[src/rtl/regfile_nrd.sv]
// Multi-port register file: one synchronous write port, NUM_RD registered read ports with valid flags.
// Build option REGFILE_BYPASS_EN selects write-first on a same-edge read/write collision (read-first otherwise).
module regfile_nrd #(
    parameter int WIDTH  = 64,
    parameter int DEPTH  = 4,
    parameter int NUM_RD = 2
) (
    input  logic                        clk,
    input  logic                        rst_n,
    input  logic                        we,
    input  logic [$clog2(DEPTH)-1:0]    waddr,
    input  logic [WIDTH-1:0]            wdata,
    input  logic [NUM_RD-1:0]           re,
    input  logic [NUM_RD*$clog2(DEPTH)-1:0] raddr,
    output logic [NUM_RD*WIDTH-1:0]     rdata,
    output logic [NUM_RD-1:0]           rvalid
);
    localparam int ADDR_W = $clog2(DEPTH);
    // One extra bit so DEPTH itself is representable when DEPTH is a power of two.
    localparam logic [ADDR_W:0] DEPTH_C = (ADDR_W+1)'(DEPTH);

    logic [WIDTH-1:0] r_mem [DEPTH];
    logic             w_wr_ok;

    assign w_wr_ok = ({1'b0, waddr} < DEPTH_C);

    always_ff @(posedge clk or negedge rst_n) begin
        if (!rst_n) begin
            for (int i = 0; i < DEPTH; i++) begin
                r_mem[i] <= '0;
            end
        end else if (we && w_wr_ok) begin
            r_mem[waddr] <= wdata;
        end
    end

    for (genvar p = 0; p < NUM_RD; p++) begin : g_rd
        logic [ADDR_W-1:0] w_ra;
        logic              w_rd_ok;
        logic [WIDTH-1:0]  w_word;
        logic [WIDTH-1:0]  r_rdata;
        logic              r_rvalid;

        assign w_ra    = raddr[p*ADDR_W +: ADDR_W];
        assign w_rd_ok = ({1'b0, w_ra} < DEPTH_C);

`ifdef REGFILE_BYPASS_EN
        assign w_word = !w_rd_ok                          ? '0    :
                        (we && w_wr_ok && (waddr == w_ra)) ? wdata :
                                                             r_mem[w_ra];
`else
        assign w_word = w_rd_ok ? r_mem[w_ra] : '0;
`endif

        // Data holds when the port is idle; only the valid flag drops.
        always_ff @(posedge clk or negedge rst_n) begin
            if (!rst_n) begin
                r_rdata  <= '0;
                r_rvalid <= 1'b0;
            end else begin
                r_rvalid <= re[p];
                if (re[p]) begin
                    r_rdata <= w_word;
                end
            end
        end

        assign rdata[p*WIDTH +: WIDTH] = r_rdata;
        assign rvalid[p]               = r_rvalid;
    end

endmodule

[config.mk]
export PLATFORM = sky130hd
export DESIGN_NAME = regfile_nrd
export DESIGN_NICKNAME = d
export VERILOG_FILES = /design/src/rtl/regfile_nrd.sv
export SDC_FILE = /design/constraint.sdc
export NUM_CORES = 1
export LEC_CHECK = 0
export ABC_CLOCK_PERIOD_IN_PS = 1100
export CAP_MARGIN = 40
export CORE_ASPECT_RATIO = 0.5
export CORE_UTILIZATION = 40
export DETAILED_ROUTE_END_ITERATION = 8
export GPL_TIMING_DRIVEN = 1
export PLACE_DENSITY_LB_ADDON = 0.25
export RECOVER_POWER = 25
export SLEW_MARGIN = 5
export SYNTH_ARGS = -nofsm -noshare
export SYNTH_HDL_FRONTEND = slang
export SYNTH_SLANG_ARGS = --single-unit
[constraint.sdc]
create_clock -name clk -period 1.1 [get_ports clk]
set_clock_uncertainty 0.05 [all_clocks]
set_input_delay 0.165 -clock clk [delete_from_list [all_inputs] [get_ports clk]]
set_output_delay 0.165 -clock clk [all_outputs]
set_load 0.02 [all_outputs]
# ---- Word level (Yosys, flattened, before mapping)
# Index checks and enable logic that the tools add are counted.
dict set report op_classes {
  n_lt_le_gt_ge 4
  muxes 9
  n_bitwise 3
  n_reduce_logical 1
}
# op n
set op_table {}
lappend op_table {{$mux W64} 5}
lappend op_table {{$bmux W64 S2} 2}
lappend op_table {{$bwmux W256} 1}
lappend op_table {{$demux W64 S2} 1}
lappend op_table {{$ge A3 B3 Y1 const B} 3}
lappend op_table {{$not A2 Y3} 3}
lappend op_table {{$lt A3 B1 Y1 const B} 1}
lappend op_table {{$logic_and A1 B1 Y1} 1}
dict set report totals {
  register_bits 386
  out_inout_bits 130
  wordCells 25
}

# ---- Depth between registers and ports, before layout
# Gate-level depths: netlist of run 1.
dict set report depth {
  ltp_word 6
  mapped_depth 4
  mapped_depth_nobuf 2
}

# ---- Worst setup path after synthesis of run 1
# No wires, ideal clock.
dict set report synth_timing {
  path_kind {input to register}
  start {in waddr[1]}
  end {reg r_mem[192] (netlist name)}
  setup_time_ns 0.125
  arrival_time_ns 0.980
  setup_slack_ns -0.055
  cell_stages 4
  path_buffers 2
  path_cell_list {nor3b_2 -> buf_4 -> buf_6 -> mux2_2}
}
dict set report synth_between {
  elab_chain_cells 6
}
# item line_no
set synth_rtl {}
lappend synth_rtl {{start: declaration} 11} ;# input logic [$clog2(DEPTH)-1:0] waddr,
lappend synth_rtl {{$not A2 Y3 (implied by the code) *} 33} ;# r_mem[waddr] <= wdata;
lappend synth_rtl {{$ge A3 B3 Y1 (implied by the code) or $lt A3 B1 Y1 (tied branches)} 33}
lappend synth_rtl {{$logic_and A1 B1 Y1 (implied by the code)} 33}
lappend synth_rtl {{$mux W64 (implied by the code)} 33}
lappend synth_rtl {{$demux W64 S2 *} 33}
lappend synth_rtl {{$bwmux W256 *} 33}
lappend synth_rtl {{end signal: indexed assignment} 33}
lappend synth_rtl {{end: declaration} 22} ;# logic [WIDTH-1:0] r_mem [DEPTH];
# Every way passes the cells marked *; elsewhere a longest branch is shown, timed or not.
# A chain may end at the register's enable or synchronous reset.

# ---- Final worst setup path of run 1
dict set report layout_timing {
  start {reg g_rd[0].r_rdata[2]}
  end {out rdata[2]}
}
# item line_no
set layout_lines {}
lappend layout_lines {{start: declaration} 41} ;# logic [WIDTH-1:0] r_rdata;
lappend layout_lines {{start signal: assignment} 63} ;# r_rdata <= w_word;
lappend layout_lines {{end: declaration} 15} ;# output logic [NUM_RD*WIDTH-1:0] rdata,
# No word-level cell between the ends.

==> flow_metrics.py, run 1 <==
metrics = {
    "placed_design": {
        "dpl_cell_area_um2": 21500,
        "dp_hpwl_mm": 32.2,
        "portBuffers": 204,
        "place.gp.congestion": 0.815,
    },
    "timing": {
        "setup_viol": 198,
        "timing.setup.tns_ns": -25.85,
        "fin_crit_sh": 1.21,
        "fin_ws_ns": -0.231,
        "tightest_slew_ns": 0.717,
        "relSlewSlack": 0.522,
        "rsz0062_at_grt": "true",
        "fmax_ghz": 0.751,
        "hold_viol": 0,
        "period_needed_ns": 1.33,
        "slew_viol_final": 0,
    },
    "yosys": {
        "synth-compound-area-share": 0.0631,
        "avgSynthCellArea_um2": 14.1,
        "syn_area_um2": 17800,
        "netlist_instances": 1259,
        "synth.distinct_cells": 17,
        "ys_ff_latch": 386,
        "synth_nets": 1334,
        "ys_seq_area_frac": 0.544,
        "netlist_top_cells_area": "dfrtp_1, mux2_2, mux2i_1",
        "synth_xor_area_frac": 0,
        "yosys.area_share.simple": 0.0483,
        "synth_warnings": 0,
        "yosys.area.top_type": "dfrtp_1",
        "synth_adder_area_share": 0,
        "synth.mux.area_fraction": 0.307,
        "synth_top_family_by_area": "multiplexers",
        "synth_top_area_frac": 0.544,
    },
    "grt": {
        "grt_pass1_vias": 13023,
        "track_usage": 0.215,
        "grt_overflow": 0,
        "antenna_found_initial": 3,
        "grt_max_degree": 74,
        "grt_pass1_wl_mm": 74.9,
    },
    "setup_path": {
        "critical_path_buf_inv_count": 1,
        "path_cells": "buf_6",
        "crit_family": "flip-flops",
        "cpPeakStageDelay_ns": 0.43,
        "cp.required_ns": 0.88,
        "cp.arrival_ns": 1.12,
        "rrSetupSlack_ns": -0.01,
        "cp-start-kind": "register",
        "worst_setup_path_end_kind": "output pin",
        "critical_path.max_fanout": 2,
        "cpMaxStageDelayCell": "dfrtp_1",
        "worstSetupPathType": "register to output pin",
    },
    "drt": {
        "routed_wl_mm": 48.9,
        "vias": 11990,
        "avgViaCountPerCell": 5.38,
        "wl_per_cell_um": 22.0,
        "drt-pass1-iter-count": 5,
        "first_iter_violations": 670,
        "drcViolationCount": 0,
        "antenna_left": 0,
    },
    "pwr": {
        "p_per_area_nw_per_um2": 1880,
        "vdd_ir_drop_max_mv": 0.960,
        "p_leak_nw": 10.8,
    },
    "floorplanning": {
        "fp.dieH_um": 151,
        "dieArea_um2": 45300,
        "core_um2": 43700,
        "num_rows": 54,
        "start_util": 0.406,
        "ios": 205,
        "die_w_um": 300,
    },
    "flow_run": {
        "maxCapViolCount": 0,
    },
    "layout": {
        "drive_above_1_share": 0.407,
        "syn_to_final_growth_pct": 33.7,
        "nNetsFinal": 1686,
        "postLayoutCellArea_um2": 23700,
    },
    "cts": {
        "clockBufferDepth": 3,
        "htree_levels": 2,
        "clock_latency_ns": 0.53,
        "cts_buffers": 37,
        "cts-root-buf": "clkbuf_16",
        "cts_tree": "yes",
        "clkTransAtPathRegs_ns": 0.06,
        "cts_sinks": 386,
    },
    "run_status": {
        "violations": "negative setup slack",
        "run_status": "finished, violations left",
    },
    "min_path": {
        "hold_class": "input pin to register",
    },
}
[per-layer routing]
metal / share of wire / routed length [um] / track usage / up-vias
li1: - / - / - / 5387
met1: 0.42 / 20600 / 0.263 / 6389
met2: 0.53 / 26000 / 0.396 / 159
met3: 0.031 / 1520 / 0.0323 / 55
met4: 0.016 / 791 / 0.0571 / 0
met5: 0 / 0 / 0 / -
[registers in the layout (all words and copies together), names as in the netlist]
register	cells
g_rd.r_rdata	128
g_rd.r_rvalid	2
r_mem	256
[cell type report]
class	instances	area, um2
Sequential cell	386	9660
Tap cell	588	736
Antenna cell	3	7.51
Timing Repair Buffer	410	4430
Multi-Input combinational cell	776	7540
Clock inverter	10	229
Fill cell	3580	20000
Clock buffer	56	1150
[path summary, 6_finish.rpt]
path / from / to / cells after the start
setup / recovery: g_rd[0].r_rdata[2]$_DFFE_PN0P_ / rdata[2] / 1
hold / removal: re[1] / g_rd[1].r_rdata[24]$_DFFE_PN0P_ / 3
setup reg to reg: g_rd[1].r_rdata[0]$_DFFE_PN0P_ / g_rd[1].r_rdata[0]$_DFFE_PN0P_ / 5
hold reg to reg: r_mem[251]$_DFFE_PN0P_ / r_mem[251]$_DFFE_PN0P_ / 1
max in group asynchronous: rst_n / g_rd[0].r_rdata[8]$_DFFE_PN0P_ / 4
min in group asynchronous: rst_n / g_rd[1].r_rdata[17]$_DFFE_PN0P_ / 2
[cell families (layout without fill, tap and decap cells)]
logic type      count (synthesis)  count (layout)
mux                           512             512
flops                         386             386
simple gates                  136             136
compound gates                128             128
buf+inv                        97             476
other cells                     0               3
[per-stage QoR]
step                hold WS [ns]  worst slack, ns   util  std cells  power (mW)
floorplan                 -0.181          -0.0425      -       1259        24.3
global placement         -0.0222           -0.792  0.492       2087        28.9
detailed placement       -0.0189           -0.808  0.492       2087        29.4
CTS                     0.000941           -0.266  0.536       2197        44.7
global route              0.0333           -0.263  0.543       2229        46.7
finish                    0.0436           -0.231  0.543       2229        44.7
[cell usage after synthesis, drive strengths merged]
master / n
nor3b: 1
nand3b: 2
o221ai: 128
mux2i: 256
nand2b: 130
mux2: 256
dfrtp: 386
buf: 50
nand2: 2
nand3: 1
clkbuf: 47
[what timing repair did]
action | CTS | global route
pin swaps | 1 | 1
gates resized for setup | 779 | 19
hold buffers | 3 | 0
cloned | 1 | 1
buffers inserted | 40 | 28
endpoints found under the hold margin | 388 | 0
setup endpoints to repair | 384 | 147
[placed cells by master, fill, tap and decap left out, drive strengths merged]
cell type / Yosys / layout
bufinv: 0 / 7
clkdlybuf4s50: 0 / 66
nand3: 1 / 1
buf: 50 / 336
clkdlybuf4s15: 0 / 1
diode: 0 / 3
dlygate4sd3: 0 / 3
dfrtp: 386 / 386
clkbuf: 47 / 60
o221ai: 128 / 128
inv: 0 / 1
nand2: 2 / 2
nand2b: 130 / 130
clkinv: 0 / 2
mux2: 256 / 256
nand3b: 2 / 2
mux2i: 256 / 256
nor3b: 1 / 1
[power breakdown]
group | switching, mW | internal, mW
combinational | 4.73 | 6.33
clock | 5.49 | 8.87
sequential | 2.30 | 17.0
Power figures use the tool's default switching activity.
==> inputs of run 2 (changes only) <==
--- a/config.mk
+++ b/config.mk
@@ -12,7 +12,7 @@
 export DETAILED_ROUTE_END_ITERATION = 8
 export GPL_TIMING_DRIVEN = 1
 export PLACE_DENSITY_LB_ADDON = 0.25
-export RECOVER_POWER = 25
+export RECOVER_POWER = 100
 export SLEW_MARGIN = 5
 export SYNTH_ARGS = -nofsm -noshare
 export SYNTH_HDL_FRONTEND = slang
==> run 2 against run 1 <==
Against the previous run:
- the flow still finishes with violations (negative setup slack)
- sequential share of layout area rose by 0.30 points
- clock power about the same
- flip-flop and latch count unchanged
- first-iteration DRC count rose by 2.8%
- total power down 0.15%
- cell area fell by 0.74%
- utilization decreased by 0.40 points
- critical path depth is the same
- register-to-register slack is essentially flat
- combinational power is essentially flat
- die area did not move
- largest power group unchanged
- highest routed layer unchanged
==> flow_metrics.py, run 2 (same netlist as run 1, synthesis figures left out) <==
metrics = {
    "run_status": {
        "run_status": "finished, violations left",
        "violations": "negative setup slack",
    },
    "setup_path": {
        "cp-start-kind": "register",
        "crit_family": "flip-flops",
        "cpPeakStageDelay_ns": 0.43,
        "cpMaxStageDelayCell": "dfrtp_1",
        "worstSetupPathType": "register to output pin",
        "critical_path.max_fanout": 2,
        "worst_setup_path_end_kind": "output pin",
        "critical_path_buf_inv_count": 1,
        "cp.arrival_ns": 1.12,
        "cp.required_ns": 0.88,
        "path_cells": "buf_6",
    },
    "placed_design": {
        "dp_slack_ns": -0.808,
        "dp_hpwl_mm": 32.2,
        "portBuffers": 204,
        "place.gp.congestion": 0.815,
        "dp_cells": 2087,
    },
    "timing": {
        "period_needed_ns": 1.33,
        "relSlewSlack": 0.518,
        "fmax_ghz": 0.749,
        "hold_slack_ns": 0.000192,
        "hold_viol": 0,
        "setup_viol": 326,
        "fin_crit_sh": 1.21,
        "tightest_slew_ns": 0.723,
        "rsz0062_at_grt": "true",
        "slew_viol_final": 0,
        "timing.setup.tns_ns": -30.74,
        "fin_ws_ns": -0.235,
    },
    "drt": {
        "routed_wl_mm": 49.0,
        "drcViolationCount": 0,
        "first_iter_violations": 689,
        "drt-pass1-iter-count": 5,
        "antenna_left": 0,
        "wl_per_cell_um": 22.0,
        "avgViaCountPerCell": 5.38,
        "vias": 11994,
    },
    "floorplanning": {
        "ios": 205,
        "start_util": 0.406,
        "num_rows": 54,
        "core_um2": 43700,
        "fp.dieH_um": 151,
        "dieArea_um2": 45300,
        "die_w_um": 300,
    },
    "cts": {
        "clkTransAtPathRegs_ns": 0.06,
        "cts_buffers": 37,
        "cts-root-buf": "clkbuf_16",
        "clock_latency_ns": 0.53,
        "cts_sinks": 386,
        "htree_levels": 2,
        "cts_tree": "yes",
        "clockBufferDepth": 3,
    },
    "grt": {
        "grtUsageMet3": 0.0323,
        "track_usage": 0.215,
        "antenna_found_initial": 3,
        "grt_pass1_wl_mm": 74.9,
        "gr-usage-met2": 0.396,
        "grt_overflow": 0,
        "top_usage_layer": "met2",
        "grt_max_degree": 74,
        "grt_pass1_vias": 13023,
        "use_met1": 0.263,
    },
    "pwr": {
        "p_leak_nw": 10.8,
        "finalPower_mw": 44.6,
        "p_per_area_nw_per_um2": 1890,
        "vdd_ir_drop_max_mv": 0.961,
    },
    "layout": {
        "seqCellArea_um2": 9660,
        "syn_to_final_growth_pct": 32.7,
        "largest_reg_flops": 256,
        "final_cells": 2229,
        "layout_common_cells": "dfrtp_1, mux2i_1, mux2_2",
        "reg_top3": "r_mem: 256 flops, g_rd.r_rdata: 128 flops, g_rd.r_rvalid: 2 flops",
        "nNetsFinal": 1686,
        "max_flop_register": "r_mem",
        "multi_input_area_um2": 7530,
        "drive_above_1_share": 0.405,
        "fillers": 3613,
        "final_common_cell": "dfrtp_1",
    },
    "min_path": {
        "hold_class": "input pin to register",
    },
    "flow_run": {
        "maxCapViolCount": 0,
    },
}
run 2: changes by cell type in the layout (fill, tap and decap cells not counted), moves of 2 or more:
cell	previous run	this run
clkbuf_4	0	16
buf_6	137	141
buf_8	0	2
buf_4	144	130
clkbuf_2	2	7
buf_12	51	37
run 2: what timing repair did:
item                       CTS  global route
hold buffers                 3             0
resized for setup          779            19
hold endpoints to repair   388             0
cloned                       1             1
setup endpoints to repair  384           147
setup buffers               40            28
pin swaps                    1             1
run 2: where the power goes:
part / switching, mW / leakage [nW] / internal, mW
registers: 2.30 / 4.64 / 17.0
clock network: 5.49 / 0.678 / 8.87
logic: 4.73 / 5.43 / 6.26
total: 12.5 / 10.8 / 32.1
run 2: layout make-up:
cell class / count / area share
clock buffer: 56 / 0.0488
sequential: 386 / 0.410
antenna: 3 / 0.000318
timing repair buffer: 410 / 0.181
multi-input combinational: 776 / 0.319
clock inverter: 10 / 0.00971
tap: 588 / 0.0312
run 2: path summary, 6_finish.rpt:
| kind | start | endpoint | slack [ns] | cells after the start |
|---|---|---|---|---|
| worst max-delay path | g_rd[1].r_rdata[18]$_DFFE_PN0P_ | rdata[82] | -0.23 | 1 |
| worst max register to register | g_rd[1].r_rdata[0]$_DFFE_PN0P_ | g_rd[1].r_rdata[0]$_DFFE_PN0P_ | -0.02 | 5 |
| min in group asynchronous | rst_n | g_rd[1].r_rdata[17]$_DFFE_PN0P_ | 0.17 | 2 |
| worst min register to register | r_mem[251]$_DFFE_PN0P_ | r_mem[251]$_DFFE_PN0P_ | 0.47 | 1 |
| worst min-delay path | re[1] | g_rd[1].r_rdata[24]$_DFFE_PN0P_ | 0.0002 | 3 |
| max in group asynchronous | rst_n | g_rd[0].r_rdata[8]$_DFFE_PN0P_ | -0.05 | 4 |
run 2: routing by layer:
metal	vias to the layer above	routed length [um]
li1	5387	-
met1	6400	20800
met2	151	26000
met3	56	1360
met4	0	817
met5	-	0
run 2: metrics by stage:
step	cell area [um2]	util
5_1_grt	23600	0.539
4_1_cts	23400	0.536
3_5_place_dp	21500	0.492
2_1_floorplan	17800	-
3_3_place_gp	21500	0.492
6_report	23600	0.539
